File: src/rtl/clk_rst_seq_pkg.sv
//------------------------------------------------------------------------------
// clk_rst_seq_pkg : shared types and constants for the clock/reset sequencer (rev 1.0)
//------------------------------------------------------------------------------
`default_nettype none

package clk_rst_seq_pkg;

  typedef enum logic [1:0] {
    IDLE    = 2'd0,
    HOLD    = 2'd1,
    STAGGER = 2'd2,
    RUN     = 2'd3
  } state_t;

  localparam int DIV_48M_TO_12M = 4;
  localparam int DIV_48M_TO_1M5 = 32;

  // Width needed to hold the release point of the last channel.
  function automatic int seq_cnt_w(input int dly, input int step, input int ch_num);
    int last;
    last = dly + (ch_num - 1) * step;
    return (last < 2) ? 1 : $clog2(last + 1);
  endfunction

endpackage

`default_nettype wire

File: src/rtl/clk_rst_div_ch.sv
//------------------------------------------------------------------------------
// clk_rst_div_ch : one divider channel producing a tick enable and divided clock (rev 1.0)
//------------------------------------------------------------------------------
`default_nettype none

module clk_rst_div_ch #(
  parameter int P_CNT_W = 16
) (
  input  logic               clk,
  input  logic               rstl,
  input  logic               run,
  input  logic               sync,
  input  logic [P_CNT_W-1:0] div,
  output logic               tick,
  output logic               div_clk
);

  logic [P_CNT_W-1:0] div_q;
  logic [P_CNT_W-1:0] cnt;
  logic [P_CNT_W-1:0] d_m1;
  logic [P_CNT_W-1:0] half;
  logic               wrap;

  // A ratio of zero behaves as one: terminal count 0, clock held low.
  always_comb begin
    d_m1 = (div_q == '0) ? '0 : div_q - 1'b1;
    half = div_q >> 1;
    wrap = (cnt == d_m1);
  end

  always_ff @(posedge clk or negedge rstl) begin
    if (!rstl) begin
      cnt     <= '0;
      div_q   <= '0;
      tick    <= 1'b0;
      div_clk <= 1'b0;
    end else if (!run) begin
      cnt     <= '0;
      div_q   <= div;
      tick    <= 1'b0;
      div_clk <= 1'b0;
    end else begin
      tick    <= wrap && !sync;
      div_clk <= (cnt < half);
      if (sync || wrap) begin
        cnt   <= '0;
        div_q <= div;
      end else begin
        cnt   <= cnt + 1'b1;
      end
    end
  end

endmodule

`default_nettype wire

File: src/rtl/clk_rst_seq.sv
//------------------------------------------------------------------------------
// clk_rst_seq : multi-channel clock-enable and staggered reset sequencer (rev 1.0)
//------------------------------------------------------------------------------
`default_nettype none

module clk_rst_seq
  import clk_rst_seq_pkg::*;
#(
  parameter int P_CH_NUM   = 4,
  parameter int P_CNT_W    = 16,
  parameter int P_RST_DLY  = 2500,
  parameter int P_RST_STEP = 16,
  parameter int P_EN_SYNC  = 2
) (
  input  logic                        clk,
  input  logic                        rstl,
  input  logic                        en,
  input  logic                        sync_i,
  input  logic [P_CH_NUM*P_CNT_W-1:0] div_i,
  output logic [P_CH_NUM-1:0]         tick_o,
  output logic [P_CH_NUM-1:0]         div_clk_o,
  output logic [P_CH_NUM-1:0]         rsth_o,
  output logic                        done_o
);

  localparam int               SEQ_W       = seq_cnt_w(P_RST_DLY, P_RST_STEP, P_CH_NUM);
  localparam logic [SEQ_W-1:0] DLY_C       = SEQ_W'(P_RST_DLY);
  localparam logic [SEQ_W-1:0] LAST_C      = SEQ_W'(P_RST_DLY + (P_CH_NUM - 1) * P_RST_STEP);
  localparam bit               ALL_AT_ONCE = (P_CH_NUM == 1) || (P_RST_STEP == 0);

  logic en_s;

  generate
    if (P_EN_SYNC == 0) begin : g_en_direct
      assign en_s = en;
    end else begin : g_en_sync
      logic [P_EN_SYNC-1:0] sync_q;
      always_ff @(posedge clk or negedge rstl) begin
        if (!rstl) begin
          sync_q <= '0;
        end else begin
          sync_q[0] <= en;
          for (int i = 1; i < P_EN_SYNC; i++) begin
            sync_q[i] <= sync_q[i-1];
          end
        end
      end
      assign en_s = sync_q[P_EN_SYNC-1];
    end
  endgenerate

  state_t             state;
  state_t             state_nxt;
  logic [SEQ_W-1:0]   seq;
  logic [SEQ_W-1:0]   seq_nxt;
  logic [P_CH_NUM-1:0] rsth_nxt;
  logic               run;

  always_comb begin
    state_nxt = state;
    seq_nxt   = seq;
    if (!en_s) begin
      state_nxt = IDLE;
      seq_nxt   = '0;
    end else begin
      case (state)
        IDLE: begin
          state_nxt = HOLD;
          seq_nxt   = '0;
        end
        HOLD: begin
          seq_nxt = seq + 1'b1;
          if (seq_nxt == DLY_C) begin
            state_nxt = ALL_AT_ONCE ? RUN : STAGGER;
          end
        end
        STAGGER: begin
          seq_nxt = seq + 1'b1;
          if (seq_nxt == LAST_C) begin
            state_nxt = RUN;
          end
        end
        RUN: begin
          seq_nxt = seq;
        end
        default: begin
          state_nxt = IDLE;
          seq_nxt   = '0;
        end
      endcase
    end
  end

  // Channel k leaves reset once the sequence count reaches its release point.
  generate
    for (genvar k = 0; k < P_CH_NUM; k++) begin : g_rsth
      localparam logic [SEQ_W-1:0] THR = SEQ_W'(P_RST_DLY + k * P_RST_STEP);
      assign rsth_nxt[k] = (state_nxt == IDLE) || (seq_nxt < THR);
    end
  endgenerate

  always_ff @(posedge clk or negedge rstl) begin
    if (!rstl) begin
      state  <= IDLE;
      seq    <= '0;
      rsth_o <= '1;
      done_o <= 1'b0;
    end else begin
      state  <= state_nxt;
      seq    <= seq_nxt;
      rsth_o <= rsth_nxt;
      done_o <= (state_nxt == RUN);
    end
  end

  assign run = en_s && (state != IDLE);

  generate
    for (genvar k = 0; k < P_CH_NUM; k++) begin : g_ch
      clk_rst_div_ch #(
        .P_CNT_W (P_CNT_W)
      ) u_ch (
        .clk     (clk),
        .rstl    (rstl),
        .run     (run),
        .sync    (sync_i),
        .div     (div_i[k*P_CNT_W +: P_CNT_W]),
        .tick    (tick_o[k]),
        .div_clk (div_clk_o[k])
      );
    end
  endgenerate

endmodule

`default_nettype wire

File: config.mk
export PLATFORM = sky130hd
export DESIGN_NAME = clk_rst_seq
export DESIGN_NICKNAME = d
export VERILOG_FILES = /design/src/rtl/clk_rst_seq_pkg.sv /design/src/rtl/clk_rst_div_ch.sv /design/src/rtl/clk_rst_seq.sv
export SDC_FILE = /design/constraint.sdc
export NUM_CORES = 1
export LEC_CHECK = 0
export CORE_MARGIN = 8
export CORE_UTILIZATION = 50
export CTS_CLUSTER_SIZE = 40
export DETAILED_ROUTE_END_ITERATION = 6
export GPL_ROUTABILITY_DRIVEN = 0
export PLACE_DENSITY = 0.71
export SLEW_MARGIN = 20
export SYNTH_ARGS = -nofsm -noshare
export SYNTH_HDL_FRONTEND = slang
export SYNTH_SLANG_ARGS = --single-unit
File: constraint.sdc
create_clock -name clk -period 5.8 [get_ports clk]
set_input_delay 0.58 -clock clk [delete_from_list [all_inputs] [get_ports clk]]
set_output_delay 0.58 -clock clk [all_outputs]
set_load 0.005 [all_outputs]
==> results by group, run 1 <==
Status
  • Status: finished clean

Synth
  • Post-synthesis sequential area ratio: 34.1%
  • Post-Syn Area: 0.0115 mm^2
  • Syn_nets: 1409
  • Mapped Cells: 1270
  • Synth Register Bits: 157
  • Library cells used by synthesis: 85
  • Ys async rst share: 100%
  • Main synth FF type: dfrtp_1
  • YS warnings: 0
  • Avg Cell Area, Syn: 9.07 um^2
  • Number of synthesized flops with an enable pin: 0

Clocking
  • CTS root buf: clkbuf_16
  • # hold bufs at CTS: 0
  • CTS tree: done
  • Clk sink count: 157
  • Postcts setup bufs: 0
  • Post-cts gate resize count: 0
  • Max clock buf depth: 2
  • CTS clk-pin slew, worst paths: 70 ps
  • CTS Buf Count: 17
  • Clk_lat worst skew: 420 ps
  • # H-tree levels: 4

Final layout
  • Layout cells sized above 1: 6.84%
  • Layout net count: 1442
  • Fillcell total: 1947
  • Area Overhead vs Synth: 13.4%
  • FF+latch area: 0.00393 mm^2
  • Ant diodes: 0
  • Multi-input logic area: 0.00693 mm^2

Placement
  • Dpl hpwl: 20000 um
  • PortBufs: 80

Die
  • Die ar.: 0.0282 mm^2
  • I/O pin cnt: 81
  • DIE HEIGHT: 168 um
  • Row count: 55
  • Core footprint: 0.0226 mm^2
  • DIE WIDTH: 168 um
  • Starting Density: 50.9%

STA
  • Clock Skew: 12.5 ps
  • Worst-Margin Slew: 936 ps
  • Max-slew violation count: 0
  • Hold WS: 220 ps
  • Highest Clock Rate: 0.231 GHz
  • Final setup vio count: 0
  • Setup TNS Final: 0 ps
  • Fin crit share: 74.6%
  • Final Critical Period: 4330 ps
  • Final hold violation count: 0
  • RSZ-0062 raised after global routing: false
  • Worst rel slew slack: 37.6%

Pwr
  • Combinational share of power: 13.0%
  • Lkg Pwr: 5.72 nW
  • Ratio of total power to cell area: 220 mW/mm^2
  • Sw power: 0.728 mW
  • Clk pwr share: 44.8%
  • Switching Share: 25.4%
  • Power Internal: 2.14 mW
  • Share of power burned in registers: 42.2%
  • Total power: 2.87 mW
  • Peak supply drop: 0.000130 V

Routing
  • Avg WL per Cell: 17.0 um
  • Final WL: 27300 um
  • Routed Antenna Nets: 0
  • DRC violations left: 0
  • DR vias: 9589
  • Starting DRT DRC Count: 796
  • First-pass iteration count of the detailed router: 5
  • Via-to-Cell Ratio: 5.99

Setup path
  • Worst Path Max Fanout: 20
  • Critical Path RT: 6110 ps
  • WS Path Type: flop to flop
  • CP Launch Type: flop
  • Worst Setup End Kind: flop
  • Worst reg2reg setup slack: 1470 ps
  • Arrival @ worst endpoint: 4640 ps

Global routing
  • GRT Total Usage: 19.4%
  • Vias in the first global route: 9127
  • Initial antenna violation count: 2
  • Grt ovf: 0
  • First-pass GRT wire length: 45700 um
  • Pin count of the biggest net entering global routing: 93

Min path
  • HP Class: input pin to async pin

Run
  • Max-Cap Viols: 0
## cells in the final DEF (no fill, tap or decap), types with 11 or more instances in the layout
| cell type | n |
|---|---|
| nand2_1 | 72 |
| a2111oi_0 | 12 |
| nor3_1 | 35 |
| a31oi_1 | 17 |
| nor4_1 | 19 |
| nor2_1 | 125 |
| or4_1 | 16 |
| nor3b_1 | 11 |
| mux2_1 | 51 |
| xor2_1 | 49 |
| clkdlybuf4s50_1 | 79 |
| o31ai_1 | 11 |
| nand3_1 | 61 |
| or3_1 | 11 |
| nand4_1 | 23 |
| clkbuf_16 | 17 |
| nand2b_1 | 16 |
| xnor2_1 | 67 |
| o21ai_0 | 27 |
| dfrtp_1 | 153 |
| and3_1 | 32 |
| inv_1 | 81 |
| mux2_2 | 15 |
| ha_1 | 71 |
| a21o_1 | 31 |
| a21oi_1 | 34 |
## power by group through the flow
| stage | sequential [mW] | combinational, mW | clock (mW) |
|---|---|---|---|
| after global routing | 1.22 | 0.415 | 1.36 |
| after detailed placement | 1.23 | 0.372 | 0 |
| final | 1.21 | 0.373 | 1.28 |
| after CTS | 1.21 | 0.375 | 1.31 |
| after floorplan | 1.19 | 0.274 | 0 |
| after global placement | 1.23 | 0.366 | 0 |
## final cells by class
type | count | share of cell area (%)
inverters | 81 | 2.33
clock inverters | 13 | 1.81
flip-flops and latches | 157 | 30.1
clock buffers | 19 | 3.39
multi-input cells | 959 | 53.1
well taps | 285 | 2.73
repair buffers | 87 | 6.54
## synth_stat cells (12+ instances only)
master     instances  area [um^2]
nor2_1           125          469
and3_1            32          200
or4_1             16          120
dfrtp_1          153         3830
inv_1             81          304
a2111oi_0         12          105
a21oi_1           34          170
nand3_1           61          305
clkbuf_1          48          180
ha_1              71          888
mux2_2            15          169
mux2_1            51          574
xnor2_1           67          587
nand2_1           72          270
nor3_1            35          175
a31oi_1           17          106
xor2_1            49          429
a21o_1            31          233
nand2b_1          16          100
buf_4             15          113
o21ai_0           27          135
nor4_1            20          125
nand4_1           23          144
## layer usage
layer  global-route usage (%)  routed length [um]  up-vias
met5                        0                  26        -
met4                     5.09                 363        4
met3                     4.35                1570       45
met2                     30.9               12700      300
met1                     26.2               12700     4599
li1                         -                   -     4641
## final timing paths
check,startpoint,to,cells past startpoint
max,g_ch[2].u_ch.div_q[0]$_DFFE_PN0P_,g_ch[2].u_ch.div_q[1]$_DFFE_PN0P_,11
min,rstl,g_ch[3].u_ch.div_q[4]$_DFFE_PN0P_,1
max reg2reg,g_ch[2].u_ch.div_q[0]$_DFFE_PN0P_,g_ch[2].u_ch.div_q[1]$_DFFE_PN0P_,11
min reg2reg,g_en_sync.sync_q[0]$_DFF_PN0_,g_en_sync.sync_q[1]$_DFF_PN0_,0
max in group asynchronous,rstl,g_ch[1].u_ch.cnt[8]$_DFF_PN0_,2
min in group clk,g_en_sync.sync_q[0]$_DFF_PN0_,g_en_sync.sync_q[1]$_DFF_PN0_,0
## cells by family (layout without fill, tap and decap cells)
family	count (synthesis)	in the layout	share of synthesized area, %
adder cells (fa/ha/maj)	71	71	7.71
multiplexers	74	74	7.15
AND/OR/NAND/NOR	475	475	22.2
flip-flops	157	157	34.1
AO/OA/AOI/OAI	222	222	14.0
buffers and inverters	154	200	5.72
XOR/XNOR	117	117	9.01
## stage by stage
stage | setup slack (ps) | cells | cell area [um^2] | utilization [%]
floorplan | 2400 | 1270 | 11500 | -
global placement | 1540 | 1569 | 12400 | 54.7
detailed placement | 1480 | 1569 | 12400 | 54.7
CTS | 1460 | 1601 | 13100 | 57.7
global route | 1210 | 1601 | 13100 | 57.7
finish | 1470 | 1601 | 13100 | 57.7
## critical path, stage by stage, from the launching register on
cell	delay (ps)
dfrtp_1	410
inv_1	110
ha_1	210
or4b_1	600
nor4_4	310
mux2i_1	250
xor2_1	160
o211ai_1	130
or4_1	560
o21ai_2	770
buf_4	350
mux2_2	350
## sequential cells by signal, summed over array words and instances, names as in the netlist
register and flops:
g_ch.u_ch.div_q 64, g_ch.u_ch.tick 4, g_ch.u_ch.cnt 64, g_ch.u_ch.div_clk 4, state 2, rsth_o 4, g_en_sync.sync_q 2, seq 12
done_o 1
Note: power is estimated with default switching activity, not from simulation.
==> run 2: changes to the inputs <==
--- a/config.mk
+++ b/config.mk
@@ -10,7 +10,7 @@
 export CTS_CLUSTER_SIZE = 40
 export DETAILED_ROUTE_END_ITERATION = 6
 export GPL_ROUTABILITY_DRIVEN = 0
-export PLACE_DENSITY = 0.71
+export PLACE_DENSITY = 0.73
 export SLEW_MARGIN = 20
 export SYNTH_ARGS = -nofsm -noshare
 export SYNTH_HDL_FRONTEND = slang
==> constraint.sdc (replaced) <==
create_clock -name clk -period 3.58 [get_ports clk]
set_input_delay 0.358 -clock clk [delete_from_list [all_inputs] [get_ports clk]]
set_output_delay 0.358 -clock clk [all_outputs]
set_load 0.005 [all_outputs]
==> results by group, run 2 (synthesis gave the netlist of run 1 again) <==
Status
  • Status: finished clean

Global routing
  • Grt ovf: 0 (unchanged)
  • Vias in the first global route: 9815 (+7.5%)
  • Pin count of the biggest net entering global routing: 79 (-15%)
  • First-pass GRT wire length: 48600 um (+6.5%)
  • GRT Total Usage: 20.6% (+1.2 points)
  • Initial antenna violation count: 0 (-2)

Pwr
  • Ratio of total power to cell area: 347 mW/mm^2 (+58%)
  • Peak supply drop: 0.000312 V (+140%)
  • Total power: 4.72 mW (+64%)
  • Lkg Pwr: 6.01 nW (+5.2%)

Run
  • Max-Cap Viols: 0 (unchanged)

Min path
  • HP Class: flop to flop

STA
  • Hold WS: 355 ps (+134 ps)
  • Clock Skew: 9.91 ps (-2.63 ps)
  • Worst-Margin Slew: 732 ps (-204 ps)
  • Final setup vio count: 0 (unchanged)
  • Setup ws final: 49.1 ps (-1420 ps)
  • Fin crit share: 98.6% (+24 points)
  • Highest Clock Rate: 0.283 GHz (+23%)
  • Final hold violation count: 0 (unchanged)
  • Setup TNS Final: 0 ps (unchanged)
  • Max-slew violation count: 0 (unchanged)
  • Worst rel slew slack: 51.2% (+14 points)
  • Final Critical Period: 3530 ps (-798 ps)

Routing
  • Final WL: 29000 um (+6.2%)
  • First-pass iteration count of the detailed router: 6 (+1)
  • Avg WL per Cell: 17.5 um (+2.4%)
  • Routed Antenna Nets: 0 (unchanged)
  • Starting DRT DRC Count: 845 (+6.2%)
  • DRC violations left: 0 (unchanged)
  • DR vias: 9917 (+3.4%)
  • Via-to-Cell Ratio: 5.98 (-0.20%)

Setup path
  • CP Launch Type: flop
  • FF-to-FF Start: g_ch[2].u_ch.div_q[1]$_DFFE_PN0P_
  • Arrival @ worst endpoint: 3840 ps (-800 ps)
  • Worst Reg-to-Reg Cells: 11 (unchanged)
  • Worst Path Max Fanout: 7 (-65%)
  • Worst Setup End Kind: flop
  • CP max stage delay: 540 ps (-230 ps)
  • WS Path Type: flop to flop
  • Critical Path End: g_ch[2].u_ch.div_q[15]$_DFFE_PN0P_
  • Worst reg2reg setup slack: 50 ps (-1420 ps)
  • CP startpoint: g_ch[2].u_ch.div_q[1]$_DFFE_PN0P_
  • Critical Path RT: 3890 ps (-2220 ps)
  • Crit path cell chain: inv_1, ha_4, or4b_4, nor4_4, mux2i_1, xor2_1, o211ai_1, or4_4, o21ai_4, buf_6, mux2_2
  • R2r endpoint: g_ch[2].u_ch.div_q[15]$_DFFE_PN0P_
  • CP max-delay cell: or4_4

Placement
  • Post-place setup slack: 49.1 ps (-1430 ps)
  • Dpl hpwl: 21500 um (+7.5%)
  • PortBufs: 80 (unchanged)
  • Placed Cells: 1619 (+3.2%)
  • Area of placed instances: 0.0128 mm^2 (+3.1%)

Clocking
  • Clk_lat worst skew: 430 ps (about the same)
  • Clk sink count: 157 (unchanged)
  • Max clock buf depth: 2 (unchanged)
  • CTS root buf: clkbuf_16
  • CTS Buf Count: 17 (unchanged)
  • CTS tree: done
  • # H-tree levels: 4 (unchanged)
  • CTS clk-pin slew, worst paths: 70 ps (about the same)

Final layout
  • Layout cells sized above 1: 11.4% (+4.6 points)
  • Biggest regs: g_ch.u_ch.cnt (64), g_ch.u_ch.div_q (64), seq (12)
  • Area Overhead vs Synth: 18.0%
  • Fin area: 0.0136 mm^2 (+4.1%)
  • Most common cell after layout, fill and taps aside: dfrtp_1
  • Cell Count, Final, Fillers Out: 1659 (+3.6%)
  • Core Util, Final: 60.0% (+2.3 points)
  • Layout net count: 1500 (+4.0%)
  • Ant diodes: 0 (unchanged)
  • Most frequent cells in the layout: 152 x dfrtp_1, 125 x nor2_1, 80 x inv_1

Die
  • Row count: 55 (unchanged)
  • I/O pin cnt: 81 (unchanged)
  • Die ar.: 0.0282 mm^2 (unchanged)
  • DIE WIDTH: 168 um (unchanged)
  • Core footprint: 0.0226 mm^2 (unchanged)
  • DIE HEIGHT: 168 um (unchanged)
  • Starting Density: 50.9% (unchanged)
[run 2: cell types whose count changed in the layout (fill, tap and decap cells not counted), moves of 2 or more]
cell | previous run | this run
clkinv_4 | 3 | 1
buf_6 | 1 | 6
inv_6 | 1 | 4
buf_12 | 0 | 2
or4_1 | 16 | 13
or4_4 | 1 | 4
clkinv_2 | 2 | 0
ha_1 | 71 | 69
clkbuf_8 | 1 | 3
buf_4 | 7 | 56
[run 2: power by group]
group | internal, mW | total (mW) | switching, mW
clock network | 1.31 | 2.07 | 0.762
registers | 1.84 | 1.94 | 0.0963
logic | 0.344 | 0.711 | 0.366
[run 2: worst min path at each step]
stage | startpoint | end | slack (ps) | depth (start not counted)
after global routing | g_en_sync.sync_q[0]$_DFF_PN0_ | g_en_sync.sync_q[1]$_DFF_PN0_ | 380 | 0
after detailed placement | g_en_sync.sync_q[0]$_DFF_PN0_ | g_en_sync.sync_q[1]$_DFF_PN0_ | 340 | 0
after global placement | g_en_sync.sync_q[0]$_DFF_PN0_ | g_en_sync.sync_q[1]$_DFF_PN0_ | 350 | 0
after floorplan | rstl | done_o$_DFF_PN0_ | 60 | 0
after CTS | g_en_sync.sync_q[0]$_DFF_PN0_ | g_en_sync.sync_q[1]$_DFF_PN0_ | 360 | 0
final | g_en_sync.sync_q[0]$_DFF_PN0_ | g_en_sync.sync_q[1]$_DFF_PN0_ | 350 | 0
[run 2: repair_timing]
item | CTS | global route
buffers inserted | 0 | 5
resized for setup | 0 | 24
hold buffers | 1 | 0
hold endpoints to repair | 21 | 0
endpoints found under the setup margin | 0 | 49
[run 2: worst max-delay path, delay by kind of cell, from the launching register on]
kind                       cells  cell delay (ps)
and+or+nand+nor                3             1410
DFF                            1              430
muxes                          2              600
xor gates and xnor gates       1              210
buffers and inverters          2              290
AOI/OAI and AO/OA              2              340
adders and majority gates      1              150
[run 2: area by class of cell]
type	instances	area, um^2
clock buffer	21	470
clock inverter	11	201
fill	1907	9050
inverter	81	304
multi-input combinational	959	6990
sequential	157	3940
tap	285	357
timing repair buffer	145	1330
[run 2: layer usage]
metal  global-route usage [%]  share of wire, %
met1                     27.2                45
met2                     33.4                47
met3                     4.33               6.0
met4                     6.60               1.7
met5                        0                 0
==> run 3: changes to the inputs <==
--- a/config.mk
+++ b/config.mk
@@ -11,6 +11,7 @@
 export DETAILED_ROUTE_END_ITERATION = 6
 export GPL_ROUTABILITY_DRIVEN = 0
 export PLACE_DENSITY = 0.73
+export SKIP_CTS_REPAIR_TIMING = 1
 export SLEW_MARGIN = 20
 export SYNTH_ARGS = -nofsm -noshare
 export SYNTH_HDL_FRONTEND = slang
==> results by group, run 3 (synthesis gave the netlist of run 1 again) <==
STA
  • Final Critical Period: 3470 ps (-56.0 ps)
  • Fin crit share: 97.1% (-1.6 points)
  • Final hold violation count: 31 (+31)
  • Clock Skew: 9.55 ps (-0.367 ps)
  • Highest Clock Rate: 0.288 GHz (+1.6%)
  • Worst rel slew slack: 51.4% (+0.14 points)
  • Worst-Margin Slew: 730 ps (-2.12 ps)
  • Final setup vio count: 0 (unchanged)
  • Hold WS: -50.4 ps (-405 ps)
  • Max-slew violation count: 0 (unchanged)

Pwr
  • Lkg Pwr: 6.01 nW (about the same)
  • Clk pwr share: 43.9% (about the same)
  • Share of power burned in registers: 41.1% (about the same)
  • Ratio of total power to cell area: 347 mW/mm^2 (about the same)
  • Power Internal: 3.49 mW (about the same)
  • Combinational share of power: 15.1% (about the same)
  • Sw power: 1.23 mW (+0.13%)
  • Peak supply drop: 0.000312 V (-0.12%)
  • Switching Share: 26.0% (+0.028 points)

Placement
  • Placed Cells: 1619 (unchanged)
  • PortBufs: 80 (unchanged)
  • Dpl hpwl: 21500 um (unchanged)
  • Area of placed instances: 0.0128 mm^2 (unchanged)

Final layout
  • Ant diodes: 0 (unchanged)
  • Most frequent cells in the layout: 152 x dfrtp_1, 125 x nor2_1, 80 x inv_1
  • Area Overhead vs Synth: 17.9% (about the same)
  • Most common cell after layout, fill and taps aside: dfrtp_1
  • Biggest regs: g_ch.u_ch.cnt (64), g_ch.u_ch.div_q (64), seq (12)
  • Cell Count, Final, Fillers Out: 1658 (-0.060%)
  • Fin area: 0.0136 mm^2 (about the same)
  • Layout net count: 1499 (-0.067%)
  • Layout cells sized above 1: 11.4% (about the same)

Die
  • I/O pin cnt: 81 (unchanged)
  • Die ar.: 0.0282 mm^2 (unchanged)
  • DIE WIDTH: 168 um (unchanged)
  • DIE HEIGHT: 168 um (unchanged)
  • Row count: 55 (unchanged)
  • Starting Density: 50.9% (unchanged)
  • Core footprint: 0.0226 mm^2 (unchanged)

Global routing
  • GRT Total Usage: 20.6% (about the same)
  • Pin count of the biggest net entering global routing: 79 (unchanged)
  • First-pass GRT wire length: 48600 um (about the same)
  • Vias in the first global route: 9810 (-0.051%)
  • Grt ovf: 0 (unchanged)
  • Initial antenna violation count: 0 (unchanged)

Clocking
  • CTS Buf Count: 17 (unchanged)
  • Clk sink count: 157 (unchanged)
  • Max clock buf depth: 2 (unchanged)
  • # H-tree levels: 4 (unchanged)
  • Clk_lat worst skew: 430 ps (about the same)
  • CTS root buf: clkbuf_16
  • CTS tree: done
  • CTS clk-pin slew, worst paths: 70 ps (about the same)

Routing
  • First-pass iteration count of the detailed router: 6 (unchanged)
  • Avg WL per Cell: 17.5 um (+0.33%)
  • Routed Antenna Nets: 0 (unchanged)
  • Final WL: 29100 um (+0.27%)
  • DR vias: 9890 (-0.27%)
  • Starting DRT DRC Count: 812 (-3.9%)
  • Via-to-Cell Ratio: 5.97 (-0.21%)
  • DRC violations left: 0 (unchanged)

Status
  • Status: finished with violations
  • Failing checks: hold timing

Setup path
  • Arrival @ worst endpoint: 3790 ps (-50 ps)
  • Crit path buf inv count: 2 (unchanged)
  • Critical Path RT: 3890 ps (about the same)
  • WS Path Type: flop to flop
  • Worst Path Max Fanout: 7 (unchanged)
  • Kind of cell adding the most delay to the critical path: simple AND/OR/NAND/NOR gates
  • Worst Setup End Kind: flop
  • Crit path cell chain: inv_1, ha_4, or4b_4, nor4_4, mux2i_1, xor2_1, o211ai_1, or4_4, o21ai_4, buf_6, mux2_2
  • CP max-delay cell: or4_4
  • CP max stage delay: 540 ps (about the same)
  • CP Launch Type: flop

Min path
  • HP Class: input pin to async pin

Run
  • Max-Cap Viols: 0 (unchanged)
[run 3: changes by cell type in the layout (fill, tap and decap cells not counted), sizes merged]
cell | previous run | this run
dlygate4sd3 | 1 | 0
[run 3: power by group through the flow]
stage	sequential (mW)	clock [mW]	combinational [mW]
after floorplan	1.93	0	0.444
after global placement	1.96	0	0.666
after detailed placement	1.97	0	0.682
after CTS	1.93	2.11	0.689
after global routing	1.95	2.18	0.783
final	1.94	2.07	0.710
[run 3: routing by layer]
metal | up-vias | track usage, % | share of wire (%)
met3 | 55 | 4.35 | 6.0
met4 | 0 | 6.60 | 1.6
li1 | 4752 | - | -
met5 | - | 0 | 0
met1 | 4760 | 27.1 | 46
met2 | 323 | 33.3 | 47
[run 3: area by class of cell]
cell class	instances	area (um^2)
Multi-Input combinational cell	959	6990
Inverter	81	304
Tap cell	285	357
Clock inverter	11	201
Clock buffer	21	470
Sequential cell	157	3940
Timing Repair Buffer	144	1320
Fill cell	1908	9060
[run 3: final timing paths]
kind	startpoint	endpoint	slack, ps	depth (start not counted)
max reg2reg	g_ch[2].u_ch.div_q[1]$_DFFE_PN0P_	g_ch[2].u_ch.div_q[15]$_DFFE_PN0P_	110	11
min in group clk	g_en_sync.sync_q[0]$_DFF_PN0_	g_en_sync.sync_q[1]$_DFF_PN0_	350	0
max in group asynchronous	rstl	rsth_o[0]$_DFF_PN1_	2720	2
min	rstl	g_ch[3].u_ch.cnt[8]$_DFF_PN0_	-50	1
min reg2reg	g_en_sync.sync_q[0]$_DFF_PN0_	g_en_sync.sync_q[1]$_DFF_PN0_	350	0
max	g_ch[2].u_ch.div_q[1]$_DFFE_PN0P_	g_ch[2].u_ch.div_q[15]$_DFFE_PN0P_	110	11
[run 3: worst reg2reg max path, delay by kind of cell (launching register included)]
kind / cells / cell delay [ps]
flip-flops: 1 / 430
AO/OA/AOI/OAI: 2 / 330
AND/OR/NAND/NOR: 3 / 1400
adder cells (fa/ha/maj): 1 / 150
buffers and inverters: 2 / 290
multiplexers: 2 / 600
XOR/XNOR: 1 / 180
[run 3: per-stage QoR]
stage                     setup slack (ps)  util [%]  TNS, ps  power, mW
after floorplan                        175         -        0       2.37
after global placement                 169      56.4        0       2.63
after detailed placement              49.1      56.4        0       2.65
after CTS                             52.1      59.3        0       4.73
after global routing                 -37.9      60.0     -213       4.92
final                                  105      60.0        0       4.72
